===== config.mk =====
export PLATFORM = sky130hd
export DESIGN_NAME = seven_seg_scan_driver
export DESIGN_NICKNAME = d
export VERILOG_FILES = /design/src/rtl/seven_seg_scan_driver.sv
export SDC_FILE = /design/constraint.sdc
export NUM_CORES = 1
export LEC_CHECK = 0
export ABC_AREA = 1
export BUFFER_PORTS_ARGS = -buffer_cell sky130_fd_sc_hd__buf_2
export CAP_MARGIN = 20
export CELL_PAD_IN_SITES_DETAIL_PLACEMENT = 0
export CELL_PAD_IN_SITES_GLOBAL_PLACEMENT = 1
export CORE_MARGIN = 2
export CORE_UTILIZATION = 30
export CTS_CLUSTER_DIAMETER = 150
export DETAILED_ROUTE_END_ITERATION = 12
export HOLD_SLACK_MARGIN = 0.15
export PLACE_DENSITY = 0.67
export SYNTH_ARGS = -nofsm -noshare
export SYNTH_HDL_FRONTEND = slang
export SYNTH_SLANG_ARGS = --single-unit
export TNS_END_PERCENT = 5

===== constraint.sdc =====
create_clock -name clk -period 3.7 [get_ports clk]
set_input_delay 0.74 -clock clk [delete_from_list [all_inputs] [get_ports clk]]
set_output_delay 0.74 -clock clk [all_outputs]
set_load 0.1 [all_outputs]

===== src/rtl/seven_seg_scan_driver.sv =====
// -----------------------------------------------------------------------------
// seven_seg_scan_driver
// Time-multiplexes a 16-bit BCD word {digit3..digit0} onto a common-anode
// 4-digit seven-segment display (active-low anodes, cathodes and decimal
// point). The BCD word and decimal-point mask are snapshotted once per frame
// so a frame is never torn by mid-frame input changes. Enable and blink gate
// the anodes only; all counters keep running.
//
// Optional feature macro: LEADING_ZERO_BLANK_EN
//   defined   -> leading zero digits (3..1) are blanked (cathodes all off)
//   undefined -> every digit is decoded, leading zeros are shown as '0'
// -----------------------------------------------------------------------------
module seven_seg_scan_driver #(
    parameter int CLOCK_FREQ = 100_000_000,
    parameter int REFRESH_HZ = 1000,
    parameter int BLINK_HZ   = 2
) (
    input  logic        clk,
    input  logic        reset,
    input  logic [15:0] segments_in,
    input  logic [3:0]  dp_mask,
    input  logic        enable,
    input  logic        blink,
    output logic [6:0]  seg_out,
    output logic        dp_out,
    output logic [3:0]  an_out,
    output logic        frame_done
);

    localparam int DIGIT_TICK = CLOCK_FREQ / REFRESH_HZ;
    localparam int BLINK_TICK = CLOCK_FREQ / (2 * BLINK_HZ);
    localparam int PSC_W      = (DIGIT_TICK > 1) ? $clog2(DIGIT_TICK) : 1;
    localparam int BLK_W      = (BLINK_TICK > 1) ? $clog2(BLINK_TICK) : 1;

    localparam logic [PSC_W-1:0] PSC_LAST = PSC_W'(DIGIT_TICK - 1);
    localparam logic [PSC_W-1:0] PSC_ONE  = PSC_W'(1);
    localparam logic [PSC_W-1:0] PSC_ZERO = PSC_W'(0);
    localparam logic [BLK_W-1:0] BLK_LAST = BLK_W'(BLINK_TICK - 1);
    localparam logic [BLK_W-1:0] BLK_ONE  = BLK_W'(1);
    localparam logic [BLK_W-1:0] BLK_ZERO = BLK_W'(0);

    // BCD to active-low {g,f,e,d,c,b,a}; non-BCD nibbles show a dash.
    function automatic logic [6:0] seg7_decode(input logic [3:0] digit);
        logic [6:0] seg;
        case (digit)
            4'h0:    seg = 7'h40;
            4'h1:    seg = 7'h79;
            4'h2:    seg = 7'h24;
            4'h3:    seg = 7'h30;
            4'h4:    seg = 7'h19;
            4'h5:    seg = 7'h12;
            4'h6:    seg = 7'h02;
            4'h7:    seg = 7'h78;
            4'h8:    seg = 7'h00;
            4'h9:    seg = 7'h10;
            default: seg = 7'h3F;
        endcase
        return seg;
    endfunction

    logic [PSC_W-1:0] psc_r;
    logic [1:0]       idx_r;
    logic [15:0]      snap_seg_r;
    logic [3:0]       snap_dp_r;
    logic [BLK_W-1:0] blk_cnt_r;
    logic             phase_r;
    logic             first_r;

    logic             tick_s;
    logic             snap_s;
    logic             visible_s;
    logic             lz_blank_s;
    logic [3:0]       nibble_s;
    logic [6:0]       seg_next_s;
    logic [3:0]       an_next_s;
    logic             dp_next_s;

    // Frame-level strobes: digit dwell expiry and snapshot instant.
    always_comb begin
        tick_s = (psc_r == PSC_LAST);
        snap_s = first_r | (tick_s & (idx_r == 2'd3));
    end

    // Select the current digit's nibble and decide leading-zero blanking.
    always_comb begin
        nibble_s   = 4'h0;
        lz_blank_s = 1'b0;
        case (idx_r)
            2'd0:    nibble_s = snap_seg_r[3:0];
            2'd1:    nibble_s = snap_seg_r[7:4];
            2'd2:    nibble_s = snap_seg_r[11:8];
            2'd3:    nibble_s = snap_seg_r[15:12];
            default: nibble_s = 4'h0;
        endcase
`ifdef LEADING_ZERO_BLANK_EN
        case (idx_r)
            2'd3:    lz_blank_s = (snap_seg_r[15:12] == 4'h0);
            2'd2:    lz_blank_s = (snap_seg_r[15:8]  == 8'h00);
            2'd1:    lz_blank_s = (snap_seg_r[15:4]  == 12'h000);
            default: lz_blank_s = 1'b0;
        endcase
`else
        lz_blank_s = 1'b0;
`endif
    end

    // Next values for the registered display outputs.
    always_comb begin
        visible_s = enable & ~(blink & phase_r);
        if (lz_blank_s) begin
            seg_next_s = 7'h7F;
        end else begin
            seg_next_s = seg7_decode(nibble_s);
        end
        if (visible_s) begin
            an_next_s = ~(4'b0001 << idx_r);
        end else begin
            an_next_s = 4'b1111;
        end
        dp_next_s = ~snap_dp_r[idx_r];
    end

    // Post-reset marker: the first running cycle acts as a frame start.
    always_ff @(posedge clk) begin
        if (reset) begin
            first_r <= 1'b1;
        end else begin
            first_r <= 1'b0;
        end
    end

    // Digit dwell prescaler and digit index.
    always_ff @(posedge clk) begin
        if (reset) begin
            psc_r <= PSC_ZERO;
            idx_r <= 2'd0;
        end else if (first_r) begin
            psc_r <= PSC_ZERO;
            idx_r <= 2'd0;
        end else if (tick_s) begin
            psc_r <= PSC_ZERO;
            idx_r <= idx_r + 2'd1;
        end else begin
            psc_r <= psc_r + PSC_ONE;
            idx_r <= idx_r;
        end
    end

    // Tear-free snapshot of the BCD word and decimal-point mask, plus frame pulse.
    always_ff @(posedge clk) begin
        if (reset) begin
            snap_seg_r <= 16'h0000;
            snap_dp_r  <= 4'h0;
            frame_done <= 1'b0;
        end else if (snap_s) begin
            snap_seg_r <= segments_in;
            snap_dp_r  <= dp_mask;
            frame_done <= 1'b1;
        end else begin
            snap_seg_r <= snap_seg_r;
            snap_dp_r  <= snap_dp_r;
            frame_done <= 1'b0;
        end
    end

    // Free-running blink phase generator.
    always_ff @(posedge clk) begin
        if (reset) begin
            blk_cnt_r <= BLK_ZERO;
            phase_r   <= 1'b0;
        end else if (blk_cnt_r == BLK_LAST) begin
            blk_cnt_r <= BLK_ZERO;
            phase_r   <= ~phase_r;
        end else begin
            blk_cnt_r <= blk_cnt_r + BLK_ONE;
            phase_r   <= phase_r;
        end
    end

    // Registered display drive; dark until the first snapshot is in place.
    always_ff @(posedge clk) begin
        if (reset || first_r) begin
            an_out  <= 4'b1111;
            seg_out <= 7'h7F;
            dp_out  <= 1'b1;
        end else begin
            an_out  <= an_next_s;
            seg_out <= seg_next_s;
            dp_out  <= dp_next_s;
        end
    end

endmodule


==> results by group <==
STA
  – Minimum clock period: about 2.2 ns
  – Crit share post-route: 0.591
  – RSZ-0062 raised after global routing: no
  – Final Hold Viols: 0
  – Fmax: about 460 MHz
  – Setup Total Neg Slack: 0 ns
  – Final setup fails: 0
  – Final Max Tran Viols: 0
  – Slew at the pin closest to its max-slew limit: roughly 0.74 ns
  – Max-slew headroom: 0.504
  – Final setup skew: ~0.0076 ns

Cells and area
  – Number of inserted diodes: 0
  – Final Util: 0.360
  – Syn-to-layout area delta: 16.6%
  – Fin area: between 4000 and 5000 um2
  – Filler cells: around 1400
  – Share of post-route cells with drive strength above 1: 0.141
  – Nets@finish: around 630

Global routing
  – Largest net degree at the start of global routing: 42
  – Total track usage: 0.138
  – First-pass GRT wire length: between 15 and 20 mm
  – Initial antenna violation count: 0
  – GR Overflow Total: 0
  – Vias in the first global route: 3294

Hold path
  – Worst hold path type: reg -> reg
  – Hold-critical path endpoint: blk_cnt_r[0]$_SDFF_PP0_
  – Hold_sp: blk_cnt_r[0]$_SDFF_PP0_
  – WHS Path Cells: 1

Detailed routing
  – Met2 wire len: 4.04 mm
  – DR iter-0 viols: ~120
  – Max layer used: met4
  – Met1 wire length: between 4 and 5 mm
  – WL/cell: 11.9 um
  – Pre-Repair DR Iteration Count: 4
  – Overall via count from detail_route: ~3400
  – Vias per std cell: roughly 4.4
  – Routed wl met3: 243 um
  – Drt total wl: about 9.2 mm
  – Remaining antenna violation count: 0
  – # DRC: 0

Floorplanning
  – Cell Rows: around 40
  – Die ar.: between 10000 and 15000 um2
  – Die height: about 120 um
  – Core area: roughly 13000 um2
  – IO Count: 37
  – Starting Density: 0.309
  – Die Wd: ~120 um

Placed design
  – GP Congestion: slightly below 0.8
  – Placed Area: between 4000 and 5000 um2
  – # port buffers: 36
  – DP HPWL: around 6.8 mm

Power
  – Gate power share: 0.079
  – Power density cells: 460 nW/um2
  – Peak VDD IR: 242 uV
  – Int Pwr: 1.62 mW
  – Clock power share: 0.499
  – Leakage power total: between 1.5 and 2 nW
  – Net Sw Power: approximately 0.49 mW
  – Seq pwr share: 0.422
  – Net Sw Frac: 0.231

Clock tree
  – CTS Buffer Depth: 2
  – Hold-fix buffers, CTS: 0
  – # Post-CTS Setup Buffers: 0
  – PostCTS Resize Cnt: 0
  – Worst-Skew Late Latency: ~0.34 ns
  – Clock root cell: clkbuf_16
  – CTS clk-pin slew, worst paths: ~0.060 ns
  – CTS Buf Count: 9
  – CTS tree: done
  – H-Tree Depth: 3
  – Clk sinks: 79

Critical path
  – Reg2Reg Launch Point: idx_r[0]$_SDFFE_PP0N_
  – Worst reg2reg path endpoint: seg_out[3]$_SDFF_PP1_
  – Flop2flop setup slack: between 1.5 and 2 ns
  – Crit start category: flop
  – CP max FO: 7
  – Crit Path Class: reg -> reg
  – Critical Path RT: just under 4 ns
  – Reg2reg path depth: 10
  – Critical Path Sink Type: flop
  – Worst EP arrival: around 2.5 ns

Synth
  – Post-Syn Area: 3930 um2
  – Net Count, Synth: 590
  – Yosys cell types: 33
  – Mapped Cells: 556
  – Synth Register Bits: 79
  – Post-synthesis sequential area ratio: 0.403
  – Synth warn: 0
  – Syn Area/Cell: between 7 and 8 um2

Run
  – # Max-Cap Violations: 0

Outcome
  – Status: finished, final reports clean
[worst max-delay path, stage by stage (launching register included)]
cell and delay, ns:
dfxtp_1 0.42, inv_1 0.13, ha_1 0.24, inv_1 0.16, nand2_1 0.10, o21bai_1 0.31, ha_1 0.31, or2_2 0.29
nand2_1 0.06, nand2_1 0.04, nand2_1 0.06
[layout by cell type, fill, tap and decap left out, drive strengths merged]
| cell type | synthesis | layout |
|---|---|---|
| nand2 | 146 | 146 |
| nor2 | 96 | 96 |
| dfxtp | 79 | 79 |
| inv | 67 | 67 |
| nand3 | 46 | 46 |
| a21oi | 40 | 40 |
| buf | 11 | 37 |
| xor2 | 12 | 12 |
| clkbuf | 2 | 11 |
| ha | 10 | 10 |
| nand4 | 9 | 9 |
| xnor2 | 8 | 8 |
| o21ai | 8 | 8 |
| nor3 | 8 | 8 |
| nand3b | 4 | 4 |
| or2 | 4 | 4 |
| bufinv | 0 | 3 |
| clkinv | 1 | 3 |
| o21bai | 2 | 2 |
| and3 | 1 | 1 |
| o22ai | 1 | 1 |
| a31oi | 1 | 1 |
[worst max-delay path by stage]
stage | start | end | depth (start not counted)
floorplan | idx_r[0]$_SDFFE_PP0N_ | seg_out[3]$_SDFF_PP1_ | 10
global placement | reset | blk_cnt_r[2]$_SDFF_PP0_ | 4
detailed placement | reset | blk_cnt_r[2]$_SDFF_PP0_ | 4
CTS | idx_r[0]$_SDFFE_PP0N_ | seg_out[3]$_SDFF_PP1_ | 10
global route | idx_r[0]$_SDFFE_PP0N_ | seg_out[3]$_SDFF_PP1_ | 10
finish | idx_r[0]$_SDFFE_PP0N_ | seg_out[3]$_SDFF_PP1_ | 10
[layer usage]
metal	up-vias	GRT usage
li1	1812	-
met1	1497	0.183
met2	40	0.224
met3	12	0.0290
met4	0	0.0454
met5	-	0
[kinds of logic after synthesis]
kind of cell	after synthesis	synth area share
AO/OA/AOI/OAI	52	0.0707
XOR/XNOR	20	0.0446
adder cells (fa/ha/maj)	10	0.0319
buffers and inverters	81	0.0927
flip-flops	79	0.403
AND/OR/NAND/NOR	314	0.357
[final cells by class]
cell class              count  area (um2)  area share
well taps                 172         215      0.0470
clock buffers              11         253      0.0552
repair buffers             37         188      0.0410
inverters                  68         256      0.0560
clock inverters             5         104      0.0227
flip-flops and latches     79        1580       0.345
multi-input cells         396        1980       0.433
[power by group through the flow]
| stage | logic, mW | registers, mW | clock network [mW] |
|---|---|---|---|
| floorplan | 0.0833 | 0.953 | 0 |
| global placement | 0.167 | 0.906 | 0 |
| detailed placement | 0.168 | 0.907 | 0 |
| CTS | 0.169 | 0.888 | 1.08 |
| global route | 0.185 | 0.891 | 1.10 |
| finish | 0.167 | 0.888 | 1.05 |
[flip-flops by register name (all words and copies together) (netlist names)]
name / cells
an_out: 4
blk_cnt_r: 25
dp_out: 1
first_r: 1
frame_done: 1
idx_r: 2
phase_r: 1
psc_r: 17
seg_out: 7
snap_dp_r: 4
snap_seg_r: 16
[synthesized netlist by cell type (all sizes together)]
| cell type | n | area (um2) |
|---|---|---|
| buf | 11 | 100 |
| a31oi | 1 | 6.26 |
| nand2 | 146 | 561 |
| nand3b | 4 | 30.0 |
| dfxtp | 79 | 1580 |
| inv | 67 | 251 |
| o21ai | 8 | 40.0 |
| and3 | 1 | 6.26 |
| nor3 | 8 | 45.0 |
| a21oi | 40 | 204 |
| clkbuf | 2 | 7.51 |
| xnor2 | 8 | 70.1 |
| nand3 | 46 | 298 |
| or2 | 4 | 25.0 |
| nor2 | 96 | 383 |
| o22ai | 1 | 12.5 |
| clkinv | 1 | 5.00 |
| o21bai | 2 | 15.0 |
| ha | 10 | 125 |
| nand4 | 9 | 56.3 |
| xor2 | 12 | 105 |
[per-stage QoR]
stage / worst slack (ns) / hold WS [ns] / power, mW / instances
after CTS: 1.51 / 0.449 / 2.13 / 768
after detailed placement: 1.37 / 0.434 / 1.07 / 752
after global placement: 1.48 / 0.425 / 1.07 / 752
final: 1.51 / 0.446 / 2.11 / 768
after floorplan: 1.75 / 0.417 / 1.04 / 556
after global routing: 1.29 / 0.468 / 2.18 / 768
No activity file was read; power rests on OpenSTA's default activity.
